`src/rtl/pc_sequencer.sv`:
```
// Fetch PC owner: selects the next PC from sequential, branch, jump and trap sources
// and sequences the flush of the younger IF/ID stages after every redirect.
module pc_sequencer #(
    parameter logic [31:0] RESET_PC     = 32'h0000_0000,
    parameter logic [31:0] TRAP_VECTOR  = 32'h0000_0080,
    parameter int unsigned FLUSH_CYCLES = 2
) (
    input  logic        clk,
    input  logic        rst,
    input  logic        stall_i,
    input  logic        br_taken_i,
    input  logic [31:0] br_pc_i,
    input  logic [31:0] br_offset_i,
    input  logic        jmp_i,
    input  logic [31:0] jmp_target_i,
    input  logic        trap_i,
    input  logic        halt_i,
    input  logic        resume_i,
    output logic [31:0] pc_o,
    output logic        pc_valid_o,
    output logic        redirect_o,
    output logic        flush_o,
    output logic [1:0]  state_o
);

    typedef enum logic [1:0] {
        S_IDLE  = 2'b00,
        S_RUN   = 2'b01,
        S_FLUSH = 2'b10,
        S_HALT  = 2'b11
    } state_t;

    localparam logic [2:0] CNT_LOAD = 3'(FLUSH_CYCLES - 1);

    state_t      r_state;
    logic [31:0] r_pc;
    logic [2:0]  r_cnt;
    logic        r_redirect;
    logic        r_flush;
    logic        r_valid;

    state_t      w_state_nxt;
    logic [31:0] w_pc_nxt;
    logic [2:0]  w_cnt_nxt;
    logic        w_redirect_nxt;
    logic        w_flush_nxt;
    logic        w_valid_nxt;

    logic [31:0] w_br_target;
    logic [31:0] w_seq_pc;
    logic [31:0] w_target;
    logic        w_redir;

    assign w_br_target = br_pc_i + br_offset_i;
    assign w_seq_pc    = r_pc + 32'd4;

    // Redirect source in priority order; HALT only honours trap.
    always_comb begin
        w_redir  = 1'b0;
        w_target = r_pc;
        if (r_state == S_RUN || r_state == S_FLUSH) begin
            if (trap_i) begin
                w_redir  = 1'b1;
                w_target = TRAP_VECTOR;
            end else if (br_taken_i) begin
                w_redir  = 1'b1;
                w_target = w_br_target;
            end else if (jmp_i) begin
                w_redir  = 1'b1;
                w_target = jmp_target_i;
            end
        end else if (r_state == S_HALT && trap_i) begin
            w_redir  = 1'b1;
            w_target = TRAP_VECTOR;
        end
    end

    always_comb begin
        w_state_nxt    = r_state;
        w_pc_nxt       = r_pc;
        w_cnt_nxt      = r_cnt;
        w_redirect_nxt = 1'b0;
        w_flush_nxt    = r_flush;
        w_valid_nxt    = r_valid;

        if (w_redir) begin
            w_state_nxt    = S_FLUSH;
            w_pc_nxt       = {w_target[31:2], 2'b00};
            w_cnt_nxt      = CNT_LOAD;
            w_redirect_nxt = 1'b1;
            w_flush_nxt    = 1'b1;
            w_valid_nxt    = 1'b1;
        end else begin
            case (r_state)
                S_IDLE: begin
                    w_state_nxt = S_RUN;
                    w_valid_nxt = 1'b1;
                end
                S_RUN: begin
                    if (halt_i) begin
                        w_state_nxt = S_HALT;
                        w_valid_nxt = 1'b0;
                    end else if (!stall_i) begin
                        w_pc_nxt = w_seq_pc;
                    end
                end
                S_FLUSH: begin
                    if (!stall_i) begin
                        w_pc_nxt = w_seq_pc;
                    end
                    // Counter runs during stalls so flush length is fixed in cycles.
                    if (r_cnt == 3'd0) begin
                        w_state_nxt = S_RUN;
                        w_flush_nxt = 1'b0;
                    end else begin
                        w_cnt_nxt = r_cnt - 3'd1;
                    end
                end
                S_HALT: begin
                    if (resume_i) begin
                        w_state_nxt = S_RUN;
                        w_valid_nxt = 1'b1;
                    end
                end
                default: begin
                    w_state_nxt = S_IDLE;
                end
            endcase
        end
    end

    always_ff @(posedge clk or posedge rst) begin
        if (rst) begin
            r_state    <= S_IDLE;
            r_pc       <= RESET_PC;
            r_cnt      <= '0;
            r_redirect <= 1'b0;
            r_flush    <= 1'b0;
            r_valid    <= 1'b0;
        end else begin
            r_state    <= w_state_nxt;
            r_pc       <= w_pc_nxt;
            r_cnt      <= w_cnt_nxt;
            r_redirect <= w_redirect_nxt;
            r_flush    <= w_flush_nxt;
            r_valid    <= w_valid_nxt;
        end
    end

    assign pc_o       = r_pc;
    assign pc_valid_o = r_valid;
    assign redirect_o = r_redirect;
    assign flush_o    = r_flush;
    assign state_o    = r_state;

endmodule

```
`config.mk`:
```
export PLATFORM = sky130hd
export DESIGN_NAME = pc_sequencer
export DESIGN_NICKNAME = d
export VERILOG_FILES = /design/src/rtl/pc_sequencer.sv
export SDC_FILE = /design/constraint.sdc
export NUM_CORES = 1
export LEC_CHECK = 0
export ABC_AREA = 1
export BUFFER_PORTS_ARGS = -buffer_cell sky130_fd_sc_hd__buf_2
export CORE_MARGIN = 2
export CORE_UTILIZATION = 53
export DETAILED_ROUTE_END_ITERATION = 8
export GPL_TIMING_DRIVEN = 0
export HOLD_SLACK_MARGIN = 0.03
export PLACE_DENSITY_LB_ADDON = 0.2
export REMOVE_ABC_BUFFERS = 1
export SLEW_MARGIN = 10
export SYNTH_ARGS = -nofsm -noshare
export SYNTH_HDL_FRONTEND = slang
export SYNTH_SLANG_ARGS = --single-unit
```
`constraint.sdc`:
```
create_clock -name clk -period 2.76 [get_ports clk]
set_clock_uncertainty 0.15 [all_clocks]
set_input_delay 0.138 -clock clk [delete_from_list [all_inputs] [get_ports clk]]
set_output_delay 0.138 -clock clk [all_outputs]
set_load 0.01 [all_outputs]
```
==> results of run 1 <==
-- cell usage in the layout, fill, tap and decap left out, types with 4 or more instances in the layout --
cell	n
inv_2	4
nor3_2	6
nand2_1	337
inv_1	167
nand4_1	6
nor3_1	15
dfrtp_1	38
o211ai_1	5
nand3_1	62
nor2_2	4
xor2_1	14
o21ai_0	43
nor2_1	95
clkbuf_8	6
ha_1	36
xnor2_1	9
buf_2	136
a21oi_1	57
o21bai_1	6
nand3b_1	4
-- worst max-delay path, stage by stage, from the launching register on --
cell     delay [ns]
dfrtp_1        0.39
inv_1          0.07
ha_1           0.34
o21ai_1        0.16
nand2_4        0.28
nor2_2         0.55
nand3_1        0.25
a21oi_1        0.17
-- how the worst max path moves through the flow --
stage                     from  endpoint  slack (ns)  cells after the start
global placement    state_o[0]   pc_o[4]       -0.83                      7
CTS                 state_o[0]   pc_o[5]        0.01                      8
detailed placement  state_o[0]   pc_o[5]       -0.05                      8
finish              state_o[0]  pc_o[15]        0.32                      7
global route        state_o[0]  pc_o[25]        0.13                      9
floorplan           state_o[0]   pc_o[4]        0.22                      7
-- power by group through the flow --
stage          clock network, mW  registers (mW)  logic [mW]
3_5_place_dp                   0            1.20        2.80
6_report                   0.405            1.20        2.86
4_1_cts                    0.412            1.19        2.82
5_1_grt                    0.434            1.24        3.24
2_1_floorplan                  0            1.23        1.83
3_3_place_gp                   0            1.20        2.73
-- area by class of cell --
cell class	count	area [µm²]
Timing Repair Buffer	140	719
Inverter	172	646
Clock buffer	7	86.3
Tap cell	133	166
Clock inverter	1	5.00
Multi-Input combinational cell	731	3640
Fill cell	1024	3520
Sequential cell	38	951
-- state kept, by name, indices dropped and copies added (netlist names) --
signal / cells
redirect_o: 1
state_o: 2
pc_valid_o: 1
r_cnt: 3
pc_o: 30
flush_o: 1
-- through the flow --
step	setup TNS [ns]	area (µm²)	worst slack, ns	hold WS, ns	util (%)
3_5_place_dp	-0.0863	6070	-0.0492	0.188	62.4
3_3_place_gp	-16.24	6060	-0.829	0.267	62.3
6_report	0	6210	0.316	0.0568	63.8
4_1_cts	0	6190	0.0133	0.0630	63.7
2_1_floorplan	0	5220	0.219	0.143	-
5_1_grt	0	6210	0.132	0.0936	63.8
-- layer usage --
metal | vias to the layer above | wire, µm
met5 | - | 0
met4 | 0 | 200
met3 | 18 | 980
met2 | 207 | 6980
met1 | 2745 | 7130
li1 | 3250 | -
-- cell families after synthesis --
kind of cell / count (synthesis) / share of synthesized area, %
AOI/OAI and AO/OA: 127 / 13.1
xor gates and xnor gates: 23 / 3.79
adders and majority gates: 36 / 8.48
buffers and inverters: 191 / 14.0
DFF: 38 / 17.9
other: 1 / 0.0706
and+or+nand+nor: 542 / 42.7
-- what timing repair did --
| item | 4_1_cts | 5_1_grt |
|---|---|---|
| hold buffers | 2 | 0 |
| setup buffers | 1 | 0 |
| endpoints found under the setup margin | 3 | 21 |
| gates resized for setup | 0 | 2 |
| cloned | 0 | 1 |
| pin swaps | 1 | 1 |
| hold endpoints to repair | 39 | 0 |
==> results.ini, run 1 <==
[outcome]
status = finished clean

[critical_path]
worst_r2r_path_depth = 7
worstPathRequired_ns = 2.83
endpoint_kind = flip-flop
r2r_end = pc_o[15]
crit_fanout = 35
rrSetupSlack_ns = 0.32
path_class = flip-flop to flip-flop
arrival_ns = 2.52
r2r-start = state_o[0]
startpoint_type = flip-flop

[cts]
cts.path.max_buffers = 2
cts_tree = built
cts.sinks = 38
numCtsBuffers = 5
insertion_delay_ns = 0.30
clk_pin_slew_worst_paths_ns = 0.08
cts-root-buf = clkbuf_8
htree_levels = 2

[pwr]
p_int_mw = 2.07
sw_frac_of_total_pct = 53.6
p_seq_share_pct = 26.9
combPwrFrac_pct = 64.0
power.density_nw_per_um2 = 720
ir_drop_mv = 0.437
p_leak_nw = 3.64
clkPwrFrac_pct = 9.1
p_total_mw = 4.47
p_sw_mw = 2.39

[global_route]
overflow = 0
grt_pass1_wl_mm = 25.1
gr-usage-met3_pct = 3.57
met2_usage_pct = 48.3
grt_max_degree = 47
top_usage_layer = met2
grt_use_met1_pct = 37.8
grt_pass1_vias = 5477
grt_use_total_pct = 28.0
antenna_found_initial = 0

[yosys]
synth.top_cells.by_count = 337 x nand2_1, 168 x inv_1, 95 x nor2_1
synth_area_um2 = 5310
synthFlopType = dfrtp_1
synth_seq_cells = 38
synth_edf_count = 0
synth.area.top_cells = nand2_1 24%, dfrtp_1 18%, inv_1 12%
synth-async-reset-ratio_pct = 100
yosysMostFrequentCell = nand2_1
synth_top_area_share_pct = 23.8
syn_avg_cell_area_um2 = 5.54
synth.distinct_cells = 41
ys_seq_area_share_pct = 17.9
yosysWarnings = 0
synth_top_area_cell = nand2_1
syn_inst = 958

[final_layout]
layoutNonFillerInstCount = 1222
drive_above_1_share_pct = 15.7
nets = 1228
areaGrowthSynthToFinish_pct = 16.9
antenna_cells = 0

[job]
drv_cap = 0

[timing]
finalSetupViolCount = 0
rsz0062_at_grt = false
fmax_mhz = 409
min_period_over_period_pct = 88.5
finalHoldViolations = 0
min_period_ns = 2.44
maxSlewViolCount = 0
worst_pin_slew_ns = 0.814
relSlewSlack_pct = 45.6

[drt]
num_vias = 6220
drc = 0
wl_mm = 15.3
drtIter0Drc = 363
drt-vias-per-instance = 5.09
wl_per_cell_um = 12.5
dr.pass1.iters = 7
drtAntennaViolNets = 0

[floorplan]
fp.dieW_um = 104
die_y_um = 104
initial_utilization_pct = 54.6
core-area_um2 = 9730
ioPinCount = 141
num_rows = 36
die_area_um2 = 10800

[placed_design]
hpwlAfterDp_mm = 12.5
gp_congestion = 0.969
portBuffers = 136
dp.cells = 1210

[worst_hold_path]
hold_depth = 3
min_path_type = primary input to flip-flop
hold_path_end = pc_o[4]
hold_start = jmp_target_i[4]

Power figures use the tool's default switching activity.
==> inputs of run 2 (changes only) <==
==> constraint.sdc (replaced) <==
create_clock -name clk -period 2.76 [get_ports clk]
set_clock_uncertainty 0.15 [all_clocks]
set_input_delay 0.276 -clock clk [delete_from_list [all_inputs] [get_ports clk]]
set_output_delay 0.276 -clock clk [all_outputs]
set_load 0.01 [all_outputs]
==> results.ini, run 2 (synthesized netlist as in run 1, its figures left out) <==
[global_route]
grt_max_degree = 47  ; unchanged
grt_pass1_vias = 5477  ; unchanged
overflow = 0  ; unchanged
antenna_found_initial = 0  ; unchanged
grt_use_total_pct = 28.0  ; unchanged
grt_pass1_wl_mm = 25.1  ; unchanged

[placed_design]
portBuffers = 136  ; unchanged
hpwlAfterDp_mm = 12.5  ; unchanged
gp_congestion = 0.969  ; unchanged
dp.cells = 1210  ; unchanged

[timing]
fmax_mhz = 410  ; +0.21%
min_period_over_period_pct = 88.4  ; -0.19 points
finalHoldViolations = 0  ; unchanged
rsz0062_at_grt = false
maxSlewViolCount = 0  ; unchanged
min_period_ns = 2.44  ; -0.00517 ns
finalSetupViolCount = 0  ; unchanged
worst_pin_slew_ns = 0.813  ; -0.000894 ns
relSlewSlack_pct = 45.7  ; +0.060 points

[final_layout]
antenna_cells = 0  ; unchanged
nets = 1227  ; -0.081%
layout_commonest_cell = nand2_1
layout_common_cells = 337 x nand2_1, 167 x inv_1, 136 x buf_2
drive_above_1_share_pct = 15.7  ; about the same
layoutNonFillerInstCount = 1221  ; -0.082%
areaGrowthSynthToFinish_pct = 16.7
largest_reg_flops = 30  ; unchanged

[drt]
dr.pass1.iters = 5  ; -2
drtAntennaViolNets = 0  ; unchanged
drt-vias-per-instance = 5.10  ; about the same
wl_mm = 15.3  ; about the same
wl_per_cell_um = 12.5  ; about the same
drc = 0  ; unchanged
drtIter0Drc = 351  ; -3.3%
num_vias = 6221  ; +0.016%

[critical_path]
endpoint_kind = flip-flop
arrival_ns = 2.51  ; about the same
crit_fanout = 35  ; unchanged
worstPathRequired_ns = 2.84  ; about the same
rrSetupSlack_ns = 0.32  ; about the same
startpoint_type = flip-flop
path_class = flip-flop to flip-flop

[job]
drv_cap = 0  ; unchanged

[floorplan]
fp.dieW_um = 104  ; unchanged
die_y_um = 104  ; unchanged
ioPinCount = 141  ; unchanged
num_rows = 36  ; unchanged
core-area_um2 = 9730  ; unchanged
initial_utilization_pct = 54.6  ; unchanged
die_area_um2 = 10800  ; unchanged

[outcome]
status = finished clean

[cts]
cts_tree = built
htree_levels = 2  ; unchanged
clk_pin_slew_worst_paths_ns = 0.08  ; about the same
cts.path.max_buffers = 2  ; unchanged
cts-root-buf = clkbuf_8
numCtsBuffers = 5  ; unchanged
insertion_delay_ns = 0.30  ; about the same
cts.sinks = 38  ; unchanged

[pwr]
ir_drop_mv = 0.438  ; +0.19%
power.density_nw_per_um2 = 720  ; +0.10%
p_leak_nw = 3.64  ; -0.11%
p_total_mw = 4.47  ; about the same

[worst_hold_path]
min_path_type = primary input to flip-flop

[run 2: per-layer routing]
metal	part of all wire, %	global-route usage, %
met4	1.4	5.69
met1	47	37.8
met3	6.2	3.57
met5	0	0
met2	46	48.3
[run 2: layout make-up]
class,count,area [µm²]
multi-input combinational,731,3640
inverter,172,646
clock inverter,1,5.00
sequential,38,951
fill,1025,3530
timing repair buffer,139,709
tap,133,166
clock buffer,7,86.3
[run 2: worst max-delay path: stages (launching register included)]
cell	delay [ns]
dfrtp_1	0.39
inv_1	0.07
ha_1	0.34
o21ai_1	0.16
nand2_4	0.28
nor2_2	0.56
o21ai_0	0.17
inv_1	0.08
nand2_1	0.05
a21oi_1	0.11
[run 2: where the power goes]
group	switching, mW	leakage (nW)	internal, mW	total [mW]
combinational	1.83	3.13	1.03	2.86
sequential	0.356	0.462	0.846	1.20
clock	0.203	0.0482	0.202	0.405
[run 2: what timing repair did]
item / in CTS / in global routing
endpoints found under the setup margin: 3 / 21
cloned: 0 / 1
resized for setup: 0 / 2
endpoints found under the hold margin: 38 / 0
pin swaps: 1 / 1
hold buffers: 1 / 0
setup buffers: 1 / 0
[run 2: metrics by stage]
stage	hold WS, ns	TNS [ns]	utilization (%)	setup WS (ns)	instance area, µm²
3_5_place_dp	0.316	-0.216	62.4	-0.0843	6070
5_1_grt	0.133	0	63.7	0.132	6200
6_report	0.112	0	63.7	0.321	6200
3_3_place_gp	0.314	-16.24	62.3	-0.829	6060
4_1_cts	0.108	0	63.6	0.0133	6180
2_1_floorplan	0.281	0	-	0.219	5220
[run 2: path summary, 6_finish.rpt]
kind	start	end	cells past startpoint
max	state_o[0]	pc_o[25]	9
min	jmp_target_i[3]	pc_o[3]	3
max reg2reg	state_o[0]	pc_o[25]	9
min reg2reg	flush_o	flush_o	2
max in group asynchronous	rst	pc_o[17]	3
min in group asynchronous	rst	r_cnt[2]	3
==> inputs of run 3 (changes only) <==
--- a/config.mk
+++ b/config.mk
@@ -5,7 +5,7 @@
 export SDC_FILE = /design/constraint.sdc
 export NUM_CORES = 1
 export LEC_CHECK = 0
-export ABC_AREA = 1
+export ABC_AREA = 0
 export BUFFER_PORTS_ARGS = -buffer_cell sky130_fd_sc_hd__buf_2
 export CORE_MARGIN = 2
 export CORE_UTILIZATION = 53
==> results.ini, run 3 <==
[floorplan]
num_rows = 30  ; -17%
die_y_um = 87.6  ; -16%
ioPinCount = 141  ; unchanged
die_area_um2 = 7670  ; -29%
initial_utilization_pct = 54.8  ; +0.17 points
core-area_um2 = 6760  ; -31%
fp.dieW_um = 87.6  ; -16%

[drt]
wl_mm = 10.7  ; -30%
drt-vias-per-instance = 5.92  ; +16%
num_vias = 3984  ; -36%
dr.pass1.iters = 6  ; +1
drtAntennaViolNets = 0  ; unchanged
wl_per_cell_um = 15.8  ; +26%
drtIter0Drc = 369  ; +5.1%
drc = 0  ; unchanged

[yosys]
synth.top_cells.by_count = 42 x nor2_1, 38 x dfrtp_1, 38 x nand2_1
synth_top_area_share_pct = 25.7  ; +1.9 points
ys_seq_area_share_pct = 25.7  ; +7.8 points
synth.distinct_cells = 57  ; +39%
synth_edf_count = 0  ; unchanged
synthFlopType = dfrtp_1
synth_area_um2 = 3700  ; -30%
yosysWarnings = 0  ; unchanged
yosysMostFrequentCell = nor2_1
synth_seq_cells = 38  ; unchanged
syn_avg_cell_area_um2 = 8.13  ; +47%
synth-async-reset-ratio_pct = 100  ; unchanged
synth_top_area_cell = dfrtp_1
synth.area.top_cells = dfrtp_1 26%, ha_1 12%, xor2_1 4.7%
syn_inst = 455  ; -53%

[critical_path]
startpoint_type = primary input
endpoint_kind = flip-flop
worstPathRequired_ns = 2.76  ; -0.08 ns
crit_fanout = 7  ; -80%
arrival_ns = 2.67  ; +0.16 ns
path_class = primary input to flip-flop

[global_route]
grt_pass1_wl_mm = 16.7  ; -33%
grt_pass1_vias = 3633  ; -34%
grt_max_degree = 35  ; -26%
antenna_found_initial = 0  ; unchanged
grt_use_total_pct = 27.6  ; -0.47 points
overflow = 0  ; unchanged

[final_layout]
drive_above_1_share_pct = 30.2  ; +14 points
layout_commonest_cell = buf_2
areaGrowthSynthToFinish_pct = 26.4
largest_reg_flops = 30  ; unchanged
fill_cells = 577  ; -44%
antenna_cells = 0  ; unchanged
layout_common_cells = 136 x buf_2, 41 x nor2_1, 38 x nand2_1
final_util_pct = 69.2  ; +5.5 points
nets = 732  ; -40%

[cts]
htree_levels = 2  ; unchanged
cts.sinks = 38  ; unchanged
cts_tree = built
cts-root-buf = clkbuf_8
insertion_delay_ns = 0.30  ; about the same
clk_pin_slew_worst_paths_ns = 0.08  ; about the same
numCtsBuffers = 5  ; unchanged
cts.path.max_buffers = 2  ; unchanged

[timing]
min_period_ns = 2.66  ; +0.222 ns
hold_ws_ns = 0.0853  ; -0.0271 ns
finalHoldViolations = 0  ; unchanged
maxSlewViolCount = 0  ; unchanged
worst_pin_slew_ns = 0.782  ; -0.0311 ns
relSlewSlack_pct = 47.8  ; +2.2 points
min_period_over_period_pct = 96.4  ; +8.0 points
finalSetupViolCount = 0  ; unchanged
fmax_mhz = 376  ; -8.3%

[outcome]
status = finished clean

[worst_hold_path]
min_path_type = primary input to flip-flop

[placed_design]
gp_congestion = 0.825  ; -15%
hpwlAfterDp_mm = 7.95  ; -37%
portBuffers = 136  ; unchanged

[pwr]
p_total_mw = 3.05  ; -32%
ir_drop_mv = 0.348  ; -21%
power.density_nw_per_um2 = 652  ; -9.5%
p_leak_nw = 2.31  ; -36%

[job]
drv_cap = 0  ; unchanged

==> run 3: changes by cell type after synthesis, sizes merged, moves of 8 or more <==
cell | previous run | this run
nor2 | 99 | 43
nand3 | 62 | 21
a21oi | 57 | 34
o21ai | 47 | 23
o22ai | 2 | 15
inv | 171 | 19
mux2i | 0 | 10
buf | 14 | 6
nor3 | 21 | 7
nand2 | 341 | 38
a31oi | 3 | 11
xnor2 | 9 | 18
==> run 3: cell families (layout without fill, tap and decap cells) <==
| group | Yosys count | in the layout | synth area share (%) |
|---|---|---|---|
| other cells | 1 | 2 | 0.101 |
| fa+ha+maj | 36 | 36 | 12.2 |
| simple gates | 149 | 149 | 19.0 |
| flops | 38 | 38 | 25.7 |
| buf+inv | 37 | 174 | 3.99 |
| compound gates | 146 | 146 | 27.3 |
| xor+xnor | 38 | 38 | 9.00 |
| mux | 10 | 10 | 2.71 |
==> run 3: per-stage QoR <==
| step | instances | instance area [µm²] | worst slack, ns | TNS (ns) |
|---|---|---|---|---|
| 3_5_place_dp | 656 | 4440 | -0.476 | -6.72 |
| 3_3_place_gp | 654 | 4410 | -0.826 | -15.59 |
| 2_1_floorplan | 438 | 3630 | -0.0474 | -0.0796 |
| 4_1_cts | 666 | 4570 | 0.0171 | 0 |
| 5_1_grt | 673 | 4680 | -0.0266 | -0.0653 |
| 6_report | 673 | 4680 | 0.0995 | 0 |
==> run 3: what timing repair did <==
| action | CTS | global route |
|---|---|---|
| hold endpoints to repair | 13 | 0 |
| resized for setup | 5 | 12 |
| pin swaps | 0 | 4 |
| setup buffers | 0 | 7 |
| hold buffers | 1 | 0 |
| gates cloned | 1 | 0 |
| endpoints found under the setup margin | 15 | 14 |
==> run 3: path summary, 6_finish.rpt <==
path	end	slack, ns	depth (start not counted)	startpoint
max	pc_o[27]	0.1	11	br_pc_i[8]
min	pc_o[29]	0.09	3	jmp_target_i[29]
min in group asynchronous	flush_o	0.30	3	rst
min reg2reg	flush_o	0.33	2	flush_o
max reg2reg	pc_o[10]	0.14	5	state_o[0]
max in group asynchronous	pc_o[5]	1.72	4	rst
==> run 3: report_power, final <==
part           internal, mW  switching [mW]
clock                 0.202           0.209
combinational         0.718           0.994
sequential            0.725           0.202
total                  1.65            1.41
==> run 3: cell type report <==
type,count,area [µm²],share of cell area [%]
clock buffer,7,86.3,1.85
clock inverter,1,5.00,0.107
inverter,19,75.1,1.60
multi-input combinational,381,2680,57.3
sequential,38,952,20.4
tap,80,100,2.14
timing repair buffer,146,774,16.6
timing repair inverter,1,5.00,0.107
==> run 3: worst max-delay path, stage by stage <==
cell and delay (ns):
buf_2 0.10, ha_1 0.33, a211o_1 0.27, a211o_1 0.31
o211ai_2 0.27, o21ai_4 0.16, a41oi_4 0.25, o21bai_1 0.14
a211o_1 0.31, a21oi_1 0.14, o22ai_1 0.09
==> run 3: per-layer routing <==
metal | global-route usage, % | vias to the layer above | wire length (µm)
met5 | 0 | - | 0
met4 | 5.87 | 0 | 110
met3 | 4.90 | 14 | 754
met2 | 48.1 | 167 | 5260
met1 | 35.8 | 1854 | 4540
li1 | - | 1949 | -
